### config.mk
export PLATFORM = sky130hd
export DESIGN_NAME = cdc_handshake_tx
export DESIGN_NICKNAME = d
export VERILOG_FILES = /design/src/rtl/cdc_pkg.sv /design/src/rtl/cdc_bit_sync.sv /design/src/rtl/cdc_handshake_tx.sv
export SDC_FILE = /design/constraint.sdc
export NUM_CORES = 1
export LEC_CHECK = 0
export CAP_MARGIN = 20
export CORE_MARGIN = 2
export CORE_UTILIZATION = 39
export DETAILED_ROUTE_END_ITERATION = 16
export PLACE_DENSITY = 0.84
export SYNTH_ARGS = -nofsm -noshare
export SYNTH_HDL_FRONTEND = slang
export SYNTH_SLANG_ARGS = --single-unit
### constraint.sdc
create_clock -name clk_i -period 1.3 [get_ports clk_i]
set_input_delay 0.195 -clock clk_i [delete_from_list [all_inputs] [get_ports clk_i]]
set_output_delay 0.195 -clock clk_i [all_outputs]
set_load 0.1 [all_outputs]
### src/rtl/cdc_pkg.sv
// ---------------------------------------------------------------------------
// cdc_pkg
//   Shared constants for the req/ack bus-crossing handshake blocks.
//   - ST_* : FSM state encodings for the transmit side.
//   - CDC_SYNC_STAGES_DEFAULT : default depth of the ack/req synchronizers.
// ---------------------------------------------------------------------------
package cdc_pkg;

    localparam logic [1:0] ST_IDLE    = 2'd0;
    localparam logic [1:0] ST_REQ     = 2'd1;
    localparam logic [1:0] ST_ACK_LOW = 2'd2;

    localparam int unsigned CDC_SYNC_STAGES_DEFAULT = 2;

endpackage : cdc_pkg

### src/rtl/cdc_bit_sync.sv
// ---------------------------------------------------------------------------
// cdc_bit_sync
//   Single-bit multi-flop synchronizer. The asynchronous input feeds only
//   the first flop; the output is taken from the last flop of the chain.
//   Ports:
//     clk_i   : destination clock (posedge)
//     rst_n_i : synchronous active-low reset, clears every stage
//     d_i     : asynchronous input bit
//     q_o     : synchronized bit, STAGES cycles of latency
// ---------------------------------------------------------------------------
module cdc_bit_sync
    import cdc_pkg::*;
#(
    parameter int unsigned STAGES = CDC_SYNC_STAGES_DEFAULT
) (
    input  logic clk_i,
    input  logic rst_n_i,
    input  logic d_i,
    output logic q_o
);

    logic [STAGES-1:0] sync_q;
    logic [STAGES-1:0] sync_d;

    always_comb begin
        sync_d = {sync_q[STAGES-2:0], d_i};
    end

    always_ff @(posedge clk_i) begin
        if (!rst_n_i) begin
            sync_q <= '0;
        end else begin
            sync_q <= sync_d;
        end
    end

    assign q_o = sync_q[STAGES-1];

endmodule : cdc_bit_sync

### src/rtl/cdc_handshake_tx.sv
// ---------------------------------------------------------------------------
// cdc_handshake_tx
//   Transmit end of a 4-phase req/ack bus-crossing handshake. A word taken
//   from the upstream valid/ready port is held on xfer_data_o while
//   xfer_req_o is high; the far-domain ack is synchronized locally and the
//   full req-up / ack-up / req-down / ack-down sequence completes before the
//   next word is accepted. An optional timeout aborts a request that is
//   never acknowledged.
//   Ports:
//     clk_i, rst_n_i      : source clock, synchronous active-low reset
//     src_valid_i/data_i  : upstream word offer
//     src_ready_o         : word accepted on this cycle if valid is high
//     xfer_req_o          : registered request to destination domain
//     xfer_data_o         : registered word, stable while req is high
//     xfer_ack_i          : asynchronous acknowledge from destination
//     busy_o              : FSM not idle
//     done_o              : one-cycle pulse on normal completion
//     timeout_o           : one-cycle pulse when a request is aborted
// ---------------------------------------------------------------------------
module cdc_handshake_tx
    import cdc_pkg::*;
#(
    parameter int unsigned DATA_WIDTH     = 8,
    parameter int unsigned SYNC_STAGES    = CDC_SYNC_STAGES_DEFAULT,
    parameter int unsigned TIMEOUT_CYCLES = 0,
    parameter int unsigned CNT_WIDTH      = 16
) (
    input  logic                  clk_i,
    input  logic                  rst_n_i,
    input  logic                  src_valid_i,
    input  logic [DATA_WIDTH-1:0] src_data_i,
    output logic                  src_ready_o,
    output logic                  xfer_req_o,
    output logic [DATA_WIDTH-1:0] xfer_data_o,
    input  logic                  xfer_ack_i,
    output logic                  busy_o,
    output logic                  done_o,
    output logic                  timeout_o
);

    localparam logic                 TIMEOUT_EN   = (TIMEOUT_CYCLES != 0);
    localparam logic [CNT_WIDTH-1:0] TIMEOUT_LAST =
        (TIMEOUT_CYCLES == 0) ? '0 : CNT_WIDTH'(TIMEOUT_CYCLES - 1);

    logic                  ack_s;

    logic [1:0]            state_q,   state_d;
    logic                  req_q,     req_d;
    logic [DATA_WIDTH-1:0] data_q,    data_d;
    logic [CNT_WIDTH-1:0]  cnt_q,     cnt_d;
    logic                  done_q,    done_d;
    logic                  timeout_q, timeout_d;
    // Set when the current transfer was aborted, so that the ACK_LOW exit
    // does not report it as a completion.
    logic                  aborted_q, aborted_d;

    logic                  src_ready;
    logic                  timeout_hit;

    cdc_bit_sync #(
        .STAGES (SYNC_STAGES)
    ) u_ack_sync (
        .clk_i   (clk_i),
        .rst_n_i (rst_n_i),
        .d_i     (xfer_ack_i),
        .q_o     (ack_s)
    );

    // A stale ack (e.g. still high from before a reset) must drain before a
    // new request may be raised, otherwise the 4-phase protocol would slip.
    assign src_ready   = (state_q == ST_IDLE) && !ack_s;
    assign timeout_hit = TIMEOUT_EN && (cnt_q == TIMEOUT_LAST);

    always_comb begin
        state_d   = state_q;
        req_d     = req_q;
        data_d    = data_q;
        cnt_d     = cnt_q;
        done_d    = 1'b0;
        timeout_d = 1'b0;
        aborted_d = aborted_q;

        case (state_q)
            ST_IDLE: begin
                if (src_valid_i && src_ready) begin
                    data_d    = src_data_i;
                    req_d     = 1'b1;
                    cnt_d     = '0;
                    aborted_d = 1'b0;
                    state_d   = ST_REQ;
                end
            end

            ST_REQ: begin
                // Ack is checked first so that a late ack coinciding with the
                // timeout limit still completes normally.
                if (ack_s) begin
                    req_d   = 1'b0;
                    state_d = ST_ACK_LOW;
                end else if (timeout_hit) begin
                    req_d     = 1'b0;
                    timeout_d = 1'b1;
                    aborted_d = 1'b1;
                    state_d   = ST_ACK_LOW;
                end else if (cnt_q != '1) begin
                    cnt_d = cnt_q + 1'b1;
                end
            end

            ST_ACK_LOW: begin
                if (!ack_s) begin
                    done_d    = !aborted_q;
                    aborted_d = 1'b0;
                    state_d   = ST_IDLE;
                end
            end

            default: begin
                req_d   = 1'b0;
                state_d = ST_IDLE;
            end
        endcase
    end

    always_ff @(posedge clk_i) begin
        if (!rst_n_i) begin
            state_q   <= ST_IDLE;
            req_q     <= 1'b0;
            data_q    <= '0;
            cnt_q     <= '0;
            done_q    <= 1'b0;
            timeout_q <= 1'b0;
            aborted_q <= 1'b0;
        end else begin
            state_q   <= state_d;
            req_q     <= req_d;
            data_q    <= data_d;
            cnt_q     <= cnt_d;
            done_q    <= done_d;
            timeout_q <= timeout_d;
            aborted_q <= aborted_d;
        end
    end

    assign src_ready_o = src_ready;
    assign xfer_req_o  = req_q;
    assign xfer_data_o = data_q;
    assign busy_o      = (state_q != ST_IDLE);
    assign done_o      = done_q;
    assign timeout_o   = timeout_q;

endmodule : cdc_handshake_tx

==> key figures <==
Status
  – Status: complete, but fails checks
  – Failing checks: negative setup slack

Global route
  – First-pass GRT wire length: slightly above 2 mm
  – Initial antenna violation count: 0
  – Pin count of the biggest net entering global routing: 14
  – Overflow after GRT: 0
  – Global Route Usage Sum: 15.7%
  – Vias in the first global route: 476

Worst setup path
  – Req. time, crit path: between 1 and 1.5 ns
  – CP Class: reg2out
  – Critical path arrival: 1.17 ns
  – Critical Path Max Stage Delay: around 0.34 ns
  – Crit path cell chain: or2_4, nor2_4, buf_12
  – Type of origin of the critical path: register
  – Critical path's slowest cell: dfxtp_4
  – Critical Path Fanout Max: 2
  – CP Capture Type: primary output

STA
  – Final hold vios: 0
  – Final Worst Setup Slack: -0.0606 ns
  – Layout Skew: slightly above 0.005 ns
  – Unrepaired setup endpoints after global routing: yes
  – Endpoints failing setup: 1
  – Slew Limit Fails: 0
  – Fmax achieved: between 0.7 and 0.8 GHz
  – Part of the cycle the worst path needs: 105%
  – Fin crit period: 1.36 ns

Pwr
  – Power Dens Cells: 1200 mW/mm^2
  – Post-layout power: 1.23 mW
  – Net Sw Power: 428 uW
  – Comb power frac: 36.4%
  – Switching Fraction: between 30% and 40%
  – Pleak: approximately 0.44 nW
  – Clk pwr share: between 20 and 25%
  – Seq pwr share: 38.8%
  – P_int: 805 uW
  – Peak supply drop: 0.863 mV

Drt
  – Post-route ant nets: 0
  – DRC viols: 0
  – Via count: 478
  – Drt first pass iters: 1
  – Iter 0 DRT Violations: 0
  – Vias per inst: around 4.7
  – Post-DR wirelength/cell: 12.5 um
  – Wirelength, routed: ~1.3 mm

Floorplan
  – Die Y: 41.8 um
  – Core Region: between 0.001 and 0.0015 mm^2
  – Rows: 13
  – Die Wd: 41.8 um
  – # IOs: 25
  – DIE AREA: 0.00175 mm^2
  – Starting Density: 42.3%

CTS
  – CTS Buf Count: 3
  – H-tree depth: 1
  – Clock Path Buffers: 2
  – CTS tree: done
  – Hold Buf Count CTS: 0
  – CTS root buffer: clkbuf_4
  – Worst-Skew Late Latency: 0.27 ns
  – Num Clock Sinks: 14
  – Clk slew on worst S/H paths: 0.09 ns

Place
  – Number of buffers added on ports: 23
  – Final RePlAce weighted congestion: between 0.7 and 0.8
  – Post-DP HPWL: about 1000 um
  – Pre-CTS WS: -0.136 ns

Synthesis
  – Netlist cell types: 18
  – Post-synth net total: 68
  – Sequential area share after synthesis: 50.3%
  – Area leader, netlist: dfxtp_1
  – Area contributors post-synth: dfxtp_1 (50%), mux2i_1 (14%), nand2_1 (11%)
  – Cell Area, Synth: 557 um^2
  – Post-synth top area share: around 50%
  – Syn Area/Cell: 9.94 um^2
  – Synth warn: 0
  – Seq cells post-synth: 14
  – Mapped Cells: 56

Job
  – Max Cap Violations: 0

Finish
  – # diodes: 0
  – Area growth from synthesis to layout: 83.8%
  – Nets: 99
  – Layout cells sized above 1: 36.0%

Min path
  – Worst Hold Class: reg2reg
-- registers in the layout, summed over array words and instances, names as in the netlist --
name               flops
state_q                2
xfer_req_o             1
done_o                 1
xfer_data_o            8
u_ack_sync.sync_q      2
-- synthesized netlist by cell type --
cell,count
a22o_4,1
and2_1,3
and3_1,1
and4bb_2,1
buf_1,1
buf_4,1
buf_6,1
clkbuf_1,1
conb_1,1
dfxtp_1,14
mux2i_1,8
nand2_1,16
nor2_1,2
nor4b_1,1
nor4b_2,1
o21ai_0,1
or2_1,1
xor2_1,1
-- logic make-up (layout without fill, tap and decap cells) --
kind of cell              after synthesis  after routing  synth area share, %
other                                   1              1                0.674
AOI/OAI and AO/OA                       2              2                 4.04
muxes                                   8              8                 14.4
and+or+nand+nor                        26             26                 24.3
DFF                                    14             14                 50.3
xor gates and xnor gates                1              1                 1.57
buffers and inverters                   4             34                 4.72
-- power by group through the flow --
stage	logic (mW)	clock network, mW	registers, mW
global placement	0.431	0	0.493
finish	0.449	0.305	0.478
global route	0.464	0.329	0.480
detailed placement	0.437	0	0.494
floorplan	0.131	0	0.627
CTS	0.449	0.314	0.478
-- layer usage --
| metal | vias up | track usage [%] | routed length (um) |
|---|---|---|---|
| li1 | 241 | - | - |
| met1 | 221 | 17.6 | 539 |
| met2 | 14 | 25.6 | 630 |
| met3 | 2 | 4.78 | 81 |
| met4 | 0 | 9.68 | 15 |
| met5 | - | 0 | 0 |
-- through the flow --
stage	util (%)	TNS, ns	hold WS, ns	cell area [um^2]	instances
after global routing	77.7	-0.101	0.475	1020	101
final	77.7	-0.0606	0.447	1020	101
after floorplan	-	-0.140	0.322	569	56
after global placement	72.1	-0.347	0.419	950	95
after CTS	77.1	-0.0784	0.457	1020	101
after detailed placement	72.1	-0.804	0.437	950	95
-- critical path: cells and delay by family (launching register included) --
family                 cells  cell delay [ns]
and+or+nand+nor            2             0.37
DFF                        1             0.34
buffers and inverters      1             0.18
-- cell type report --
class	count	area, um^2
repair buffers	30	410
clock buffers	4	36.3
well taps	15	18.8
multi-input cells	38	269
fillers	84	294
flip-flops and latches	14	289
-- worst paths after layout --
path	start	cells after the start	end	slack [ns]
setup / recovery	state_q[0]$_SDFFE_PN0P_	3	src_ready_o	-0.06
hold / removal	u_ack_sync.sync_q[0]$_SDFF_PN0_	1	u_ack_sync.sync_q[1]$_SDFF_PN0_	0.45
setup reg to reg	state_q[0]$_SDFFE_PN0P_	4	xfer_data_o[4]$_SDFFE_PN0P_	0.08
hold reg to reg	u_ack_sync.sync_q[0]$_SDFF_PN0_	1	u_ack_sync.sync_q[1]$_SDFF_PN0_	0.45
-- repair_timing --
item / in CTS / in global routing
buffers inserted: 2 / 0
gates resized for setup: 4 / 2
pin swaps: 2 / 1
setup endpoints to repair: 2 / 6
-- cells in the final DEF, fill, tap and decap left out, drive strengths merged --
master / synthesis / layout
or2: 1 / 1
and4bb: 1 / 1
and2: 3 / 3
and3: 1 / 1
a22o: 1 / 1
nor2: 2 / 2
clkbuf: 1 / 4
o21ai: 1 / 1
clkdlybuf4s50: 0 / 11
nand2: 16 / 16
buf: 3 / 19
xor2: 1 / 1
mux2i: 8 / 8
conb: 1 / 1
nor4b: 2 / 2
dfxtp: 14 / 14
Note: power is estimated with default switching activity, not from simulation.
